<file path="src/rtl/laser_frame_feeder.sv">
// Double-buffered point feeder for the LASER engine: owns LRST, streams 40-point frames, captures results.
// Optional FEEDER_FRAME_CNT_EN adds an 8-bit wrapping count of captured results on frame_cnt.
module laser_frame_feeder #(
  parameter int NPTS = 40,
  parameter int DW   = 4
) (
  input  logic          CLK,
  input  logic          RST,
  input  logic          in_valid,
  output logic          in_ready,
  input  logic [DW-1:0] in_x,
  input  logic [DW-1:0] in_y,
  output logic          LRST,
  output logic [DW-1:0] LX,
  output logic [DW-1:0] LY,
  input  logic          LDONE,
  input  logic [DW-1:0] LC1X,
  input  logic [DW-1:0] LC1Y,
  input  logic [DW-1:0] LC2X,
  input  logic [DW-1:0] LC2Y,
  output logic          res_valid,
  input  logic          res_ready,
  output logic [DW-1:0] res_c1x,
  output logic [DW-1:0] res_c1y,
  output logic [DW-1:0] res_c2x,
  output logic [DW-1:0] res_c2y,
  output logic          res_ovf
`ifdef FEEDER_FRAME_CNT_EN
  ,
  output logic [7:0]    frame_cnt
`endif
);

  localparam int AW = $clog2(NPTS + 1);
  localparam logic [AW-1:0] LAST_PT  = AW'(NPTS - 1);
  localparam logic [AW-1:0] PAST_END = AW'(NPTS);

  typedef enum logic [1:0] {IDLE, STREAM, WAIT} state_t;

  logic [2*DW-1:0] bank [2][NPTS];
  logic [1:0]      full;
  logic            wb;
  logic            rb;
  logic [AW-1:0]   wptr;
  logic [AW-1:0]   idx;
  state_t          state;
  logic            wr;
  logic            cap;

  assign in_ready = !full[wb];
  assign wr       = in_valid && in_ready;
  assign cap      = (state == WAIT) && LDONE;

  always_ff @(posedge CLK) begin
    if (wr) bank[wb][wptr] <= {in_x, in_y};
  end

  // Write side fills bank wb; the FSM drains bank rb. They never touch the same full bit on one edge.
  always_ff @(posedge CLK) begin
    if (RST) begin
      full      <= 2'b00;
      wb        <= 1'b0;
      rb        <= 1'b0;
      wptr      <= '0;
      idx       <= '0;
      state     <= IDLE;
      LRST      <= 1'b1;
      LX        <= '0;
      LY        <= '0;
      res_valid <= 1'b0;
      res_ovf   <= 1'b0;
      res_c1x   <= '0;
      res_c1y   <= '0;
      res_c2x   <= '0;
      res_c2y   <= '0;
`ifdef FEEDER_FRAME_CNT_EN
      frame_cnt <= 8'd0;
`endif
    end else begin
      if (wr) begin
        if (wptr == LAST_PT) begin
          wptr     <= '0;
          full[wb] <= 1'b1;
          wb       <= ~wb;
        end else begin
          wptr <= wptr + AW'(1);
        end
      end

      case (state)
        IDLE: begin
          LRST <= 1'b1;
          LX   <= '0;
          LY   <= '0;
          if (full[rb]) begin
            LRST     <= 1'b0;
            {LX, LY} <= bank[rb][0];
            idx      <= AW'(1);
            state    <= STREAM;
          end
        end
        STREAM: begin
          if (idx == PAST_END) begin
            full[rb] <= 1'b0;
            rb       <= ~rb;
            LX       <= '0;
            LY       <= '0;
            state    <= WAIT;
          end else begin
            {LX, LY} <= bank[rb][idx];
            idx      <= idx + AW'(1);
          end
        end
        WAIT: begin
          // Point 0 registered on the DONE edge lands in the engine's first load cycle.
          if (LDONE) begin
            if (full[rb]) begin
              {LX, LY} <= bank[rb][0];
              idx      <= AW'(1);
              state    <= STREAM;
            end else begin
              LRST  <= 1'b1;
              state <= IDLE;
            end
          end
        end
        default: state <= IDLE;
      endcase

      if (cap) begin
        res_c1x   <= LC1X;
        res_c1y   <= LC1Y;
        res_c2x   <= LC2X;
        res_c2y   <= LC2Y;
        res_valid <= 1'b1;
        if (res_valid && !res_ready) res_ovf <= 1'b1;
`ifdef FEEDER_FRAME_CNT_EN
        frame_cnt <= frame_cnt + 8'd1;
`endif
      end else if (res_valid && res_ready) begin
        res_valid <= 1'b0;
      end
    end
  end

endmodule

</file>
<file path="config.mk">
export PLATFORM = sky130hd
export DESIGN_NAME = laser_frame_feeder
export DESIGN_NICKNAME = d
export VERILOG_FILES = /design/src/rtl/laser_frame_feeder.sv
export SDC_FILE = /design/constraint.sdc
export NUM_CORES = 1
export LEC_CHECK = 0
export ABC_AREA = 1
export BUFFER_PORTS_ARGS = -buffer_cell sky130_fd_sc_hd__buf_4
export CORE_ASPECT_RATIO = 0.8
export CORE_MARGIN = 10
export CORE_UTILIZATION = 40
export CTS_CLUSTER_DIAMETER = 200
export DETAILED_ROUTE_END_ITERATION = 8
export GPL_TIMING_DRIVEN = 0
export MAX_ROUTING_LAYER = met4
export PLACE_DENSITY = 0.66
export SLEW_MARGIN = 20
export SYNTH_ARGS = -nofsm -noshare
export SYNTH_HDL_FRONTEND = slang
export SYNTH_SLANG_ARGS = --single-unit
</file>
<file path="constraint.sdc">
create_clock -name CLK -period 3.7 [get_ports CLK]
set_input_delay 0.37 -clock CLK [delete_from_list [all_inputs] [get_ports CLK]]
set_output_delay 0.37 -clock CLK [all_outputs]
set_load 0.1 [all_outputs]
</file>
# Word-level counts from Yosys, hierarchy flattened
# Memory sizes are Yosys's and may differ from the RTL's. A register that Yosys moved wholly into a read port is not among the register bits.
# Index checks and enable logic that the tools add are counted.
# word_totals
register_bits,45
latchBits,0
mem_bits_rw,640
mem_bits_ro,0
input_bits,29
n_memories,1
# mem_list
name,depth,width,rd,rd_ports_with_merged_regs,write_ports,line,text
bank,2,320,1,1,1,40,logic [2*DW-1:0] bank [2][NPTS];
# classes
n_addsub,2
n_mul,0
div_mod_pow,0
n_lt_le_gt_ge,7
n_eq_ne,10
n_shift,0
muxes,48
bitwise,7
n_reduce_logical,20
# ops
cell,count
$mux 320,1
$bmux 8 s6,1
$demux 8 s6,1
$mux 4,8
$mux 6,4
$mux 8,3
$pmux 4 s3,2
$pmux 6 s3,1
$mux 2,8
$mux 1,15
$ge 7x7->1 const B,2
$not 6->7,2
$add 6x1->6 const B,2
$eq 6x6->1 const B,2
$reduce_and 3->1,4
$ne 2x2->1 const B,5
$logic_and 1x1->1,7
$lt 7x1->1 const B,1
$pmux 2 s3,1
$reduce_and 2->1,3
$lt 1x2->1 const B,2
$reduce_bool 2->1,2
$reduce_bool 3->1,1
$and 2x2->2,1
11 further kinds,15

# Longest topological paths before layout
# depth
word_depth,11
mapped_depth,18
mapped_depth_nobuf,17

# Worst setup path before layout
# No wires, ideal clock.
# synth_path
kind,register to register
startpoint,reg wb
endpoint,"mem bank[0][208] (netlist name), enable pin"
t_arrival_ns,3.189
t_required_ns,3.330
setup_slack_ns,0.141
path_stages_with_launch,8
n_path_buf,2
synth_period_minus_slack_ns,3.559
path_cell_list,dfxtp_1 -> buf_2 -> o21ai_1 -> nand2_1 -> buf_1 -> nor4_2 -> nand2_1 -> nor2_1
# synth_between
elab_chain_cells,6
# synth_lines
element,line,text
start: declaration,42,logic wb;
start signal: assignment,84,wb <= ~wb;
$mux 1 (not written as such) (2 in series),50,assign in_ready = !full[wb];
$logic_not 1->1,50,
net in_ready,10,"output logic in_ready,"
$logic_and 1x1->1,51,assign wr = in_valid && in_ready;
$mux 1,55,"if (wr) bank[wb][wptr] <= {in_x, in_y};"
$mux 320 (not written as such),55,
end: declaration,40,
# The timed path passes the listed nets, and every way through them passes these cells. The select of a mux whose other input is x is not followed.

# Worst setup path in the final report
# layout_path
startpoint,reg wb
endpoint,"mem bank[0][56] (netlist name), enable pin"
# layout_between
elab_chain_cells,6
# layout_lines
element,line
$mux 1 (not written as such) (2 in series),50
$logic_not 1->1,50
$logic_and 1x1->1,51
$mux 1,55
$mux 320 (not written as such),55
# Parallel ways exist; a longest one is shown, timed or not. The select of a mux whose other input is x is not followed.

==> tab_implementation.tex <==
\begin{tabular}{lr}
\hline
Metric & Value \\
\hline
\multicolumn{2}{l}{\textbf{Routing}} \\
\quad First drt pass iteration count & 6 \\
\quad Antenna Violating Nets Remaining & 0 \\
\quad Total Wirelength & 83700 um \\
\quad First DRT Iteration DRCs & 2767 \\
\quad Routed wirelength normalized by instance count & 21.0 um \\
\quad Vias per inst & 5.26 \\
\quad Total via count in the routed design & 21000 \\
\quad DRC viols & 0 \\
\multicolumn{2}{l}{\textbf{Clock tree}} \\
\quad Number of buffers inserted during clock tree synthesis & 67 \\
\quad Clk buf depth & 3 \\
\quad Max H-tree Level & 3 \\
\quad Clk\_lat worst skew & 0.63 ns \\
\quad Master cell of the clock root buffer & clkbuf\_16 \\
\quad Clk sinks & 686 \\
\quad Reg clk slew, reported paths & 0.07 ns \\
\quad CTS tree & built \\
\multicolumn{2}{l}{\textbf{Yosys}} \\
\quad Leading cell types by count after synthesis & nand2\_1 (834), edfxtp\_1 (640), nor2\_1 (355), inv\_1 (279), nand3\_1 (264) \\
\quad Fraction of the mapped netlist area in compound gates & 0.0421 \\
\quad Leading area contributor after synthesis & edfxtp\_1 \\
\quad Number of flops mapped to enable cells by yosys & 640 \\
\quad Mean instance size in the synthesized netlist & 10.3 sq um \\
\quad Post-Synth Simple-Gate Area & 0.205 \\
\quad Number of register bits inferred by synthesis & 686 \\
\quad Count of unique library cells instantiated by Yosys & 27 \\
\quad Arithmetic-cell share of the synthesized area counting full adders, half adders and majority gates & 0.00298 \\
\quad Most used flip-flop cell after synthesis & edfxtp\_1 \\
\quad Net Count, Synth & 2890 \\
\quad Share of cell area taken by muxes after synthesis & 0 \\
\quad Post-synthesis cell area & 0.0294 sq mm \\
\quad Area share of the leading cell type in the synthesized netlist & 0.655 \\
\quad Most numerous cell in the Yosys netlist & nand2\_1 \\
\quad Asr flop ratio synth & 0 \\
\quad Warning count from the yosys run & 0 \\
\quad Synth area leaders & edfxtp\_1 (65\%), nand2\_1 (11\%), nor2\_1 (4.5\%) \\
\quad Number of instances in the synthesized netlist & 2854 \\
\quad Largest family of logic cells by synthesized area & simple AND/OR/NAND/NOR gates \\
\quad Synthesized-area fraction occupied by xor and xnor cells & 0 \\
\quad Share of the yosys chip area belonging to registers & 0.686 \\
\multicolumn{2}{l}{\textbf{Critical path}} \\
\quad Reg-to-reg setup timing slack & 0.26 ns \\
\quad Critical Path Fanout Max & 10 \\
\quad Startpoint of the worst-slack reg-to-reg timing path & wb\$\_SDFFE\_PP0P\_ \\
\quad Sort of element at the end of the critical path & register \\
\quad Reg2Reg Depth & 8 \\
\quad Critical path arrival & 3.68 ns \\
\quad Critical path type & register to register \\
\quad Crit start category & register \\
\quad Capturing point of the worst reg2reg path & bank[0][56]\$\_DFFE\_PP\_ \\
\quad Worst endpoint required time & 3.94 ns \\
\multicolumn{2}{l}{\textbf{Worst hold path}} \\
\quad Startpoint of the lowest-slack hold path & LC2Y[3] \\
\quad Hold Crit Class & input pin to register \\
\quad Destination of the worst hold path & res\_c2y[3]\$\_SDFFE\_PP0P\_ \\
\quad Cells on Worst Hold Path & 3 \\
\multicolumn{2}{l}{\textbf{STA}} \\
\quad Tightest Pin Transition & 1.27 ns \\
\quad Worst slew margin relative to its limit & 0.157 \\
\quad Setup violations, final & 0 \\
\quad Minimum setup slack in the final design & 0.259 ns \\
\quad Max Clock Skew & 0.0185 ns \\
\quad Final Cycle Share & 0.930 \\
\quad Post-layout min period & 3.44 ns \\
\quad RSZ-0062 raised after global routing & false \\
\quad Total count of max-transition violations in the final report & 0 \\
\quad Number of hold violations in the final report & 0 \\
\quad Highest Clock Rate & 291 MHz \\
\multicolumn{2}{l}{\textbf{Run status}} \\
\quad Status & finished, final reports clean \\
\multicolumn{2}{l}{\textbf{Placement}} \\
\quad Half-perimeter wire length after detailed placement & 55300 um \\
\quad Count of input and output buffers & 55 \\
\quad Placed instance count & 3857 \\
\quad Global placer's final weighted congestion & 0.973 \\
\quad Minimum setup slack after placement & 0.343 ns \\
\quad Placement Cell Area & 0.0310 sq mm \\
\multicolumn{2}{l}{\textbf{Global routing}} \\
\quad Initial antenna violation count & 1 \\
\quad Global route total overflow & 0 \\
\quad Largest net degree at the start of global routing & 81 \\
\quad GRT Overall Usage & 0.199 \\
\quad Via count of the first global-routing pass & 19400 \\
\quad Global-route wire length before repair & 124000 um \\
\multicolumn{2}{l}{\textbf{Floorplanning}} \\
\quad Number of cell rows & 88 \\
\quad Core Box Area & 0.0724 sq mm \\
\quad I/O pin count & 57 \\
\quad Die boundary height & 262 um \\
\quad Initial Util & 0.405 \\
\quad Area of the die & 0.0847 sq mm \\
\quad Die Width & 323 um \\
\multicolumn{2}{l}{\textbf{Final layout}} \\
\quad Fraction of layout cells with a size suffix above 1 & 0.0862 \\
\quad Post-route design area & 0.0332 sq mm \\
\quad Final core utilization & 0.458 \\
\quad Synth-to-layout area growth & 13.0\% \\
\quad Post-layout net count & 3025 \\
\quad Count of placed standard cells in the final layout, fillers left out & 3985 \\
\multicolumn{2}{l}{\textbf{Pwr}} \\
\quad Peak ir drop on the vdd network & 0.303 mV \\
\quad Total power divided by cell area & 536 mW/mm\^{}2 \\
\quad Reported leakage power & 12.9 nW \\
\multicolumn{2}{l}{\textbf{Flow run}} \\
\quad Number of maximum-capacitance violations & 0 \\
\hline
\end{tabular}
==> critical path, stage by stage, from the launching register on <==
cell and delay [ns]:
dfxtp_1 0.32, buf_2 0.19, nand2_1 0.07, o21ai_1 0.14, nand2_1 0.21, buf_1 0.31, nor4_2 0.88, nand2_1 0.23
nor2_1 0.71
==> stage by stage <==
step,hold WS [ns],power (mW),setup TNS [ns]
finish,0.00647,17.8,0
global route,0.00750,18.4,0
CTS,0.000478,17.8,0
detailed placement,0.462,11.3,0
global placement,0.462,11.3,-0.359
floorplan,0.451,10.4,0
==> state kept, by name (all words and copies together) (netlist names), named ones only <==
register   flops
idx            6
wptr           6
wb             1
res_c2x        4
LY             4
full           2
res_ovf        1
LX             4
res_c2y        4
res_c1y        4
rb             1
state          2
res_c1x        4
LRST           1
bank         640
res_valid      1
==> report_power, final <==
group | total (mW) | switching [mW] | internal, mW
registers | 8.63 | 0.0559 | 8.57
logic | 2.57 | 1.95 | 0.617
clock network | 6.59 | 2.94 | 3.64
==> cell usage in the layout (no fill, tap or decap), drive strengths merged, types with 3 or more instances in the layout <==
cell,n
nor2,355
bufinv,3
ha,7
o211ai,13
edfxtp,640
clkbuf,133
dlygate4sd3,7
or2,8
clkinv,33
inv,285
dfxtp,46
nor3,20
nor4,7
buf,158
o22ai,22
nand3,264
nand2,834
a21oi,33
o21ai,163
==> worst max path at each step <==
stage               depth (start not counted)                endpoint  slack (ns)            start
CTS                                         7   bank[0][56]$_DFFE_PP_        0.33  wb$_SDFFE_PP0P_
global route                                8  bank[0][221]$_DFFE_PP_        0.17  wb$_SDFFE_PP0P_
global placement                            6   bank[1][49]$_DFFE_PP_       -0.03  wb$_SDFFE_PP0P_
floorplan                                   7  bank[0][208]$_DFFE_PP_        0.14  wb$_SDFFE_PP0P_
finish                                      8   bank[0][56]$_DFFE_PP_        0.26  wb$_SDFFE_PP0P_
detailed placement                          7   bank[0][56]$_DFFE_PP_        0.34  wb$_SDFFE_PP0P_
==> cell type report <==
cell class                      count  area (sq um)
Antenna cell                        2          5.00
Buffer                            148           791
Clock buffer                       84          1780
Clock inverter                     34           269
Fill cell                        6692         39300
Inverter                          288          1080
Multi-Input combinational cell   1732          7410
Sequential cell                   686         20100
Tap cell                          945          1180
Timing Repair Buffer               66           514
==> what timing repair did <==
item | CTS | global route
endpoints found under the hold margin | 7 | 0
setup buffers | 0 | 0
hold buffers | 7 | 0
resized for setup | 0 | 0
==> logic make-up after synthesis <==
| group | Yosys count |
|---|---|
| AOI/OAI and AO/OA | 234 |
| adders and majority gates | 7 |
| buffers and inverters | 436 |
| DFF | 686 |
| and+or+nand+nor | 1491 |
==> routing by layer <==
metal / global-route usage / share of wire
met5: - / 0
met4: 0.0472 / 0.021
met3: 0.0405 / 0.12
met2: 0.283 / 0.43
met1: 0.290 / 0.44
No activity file was read; power rests on OpenSTA's default activity.
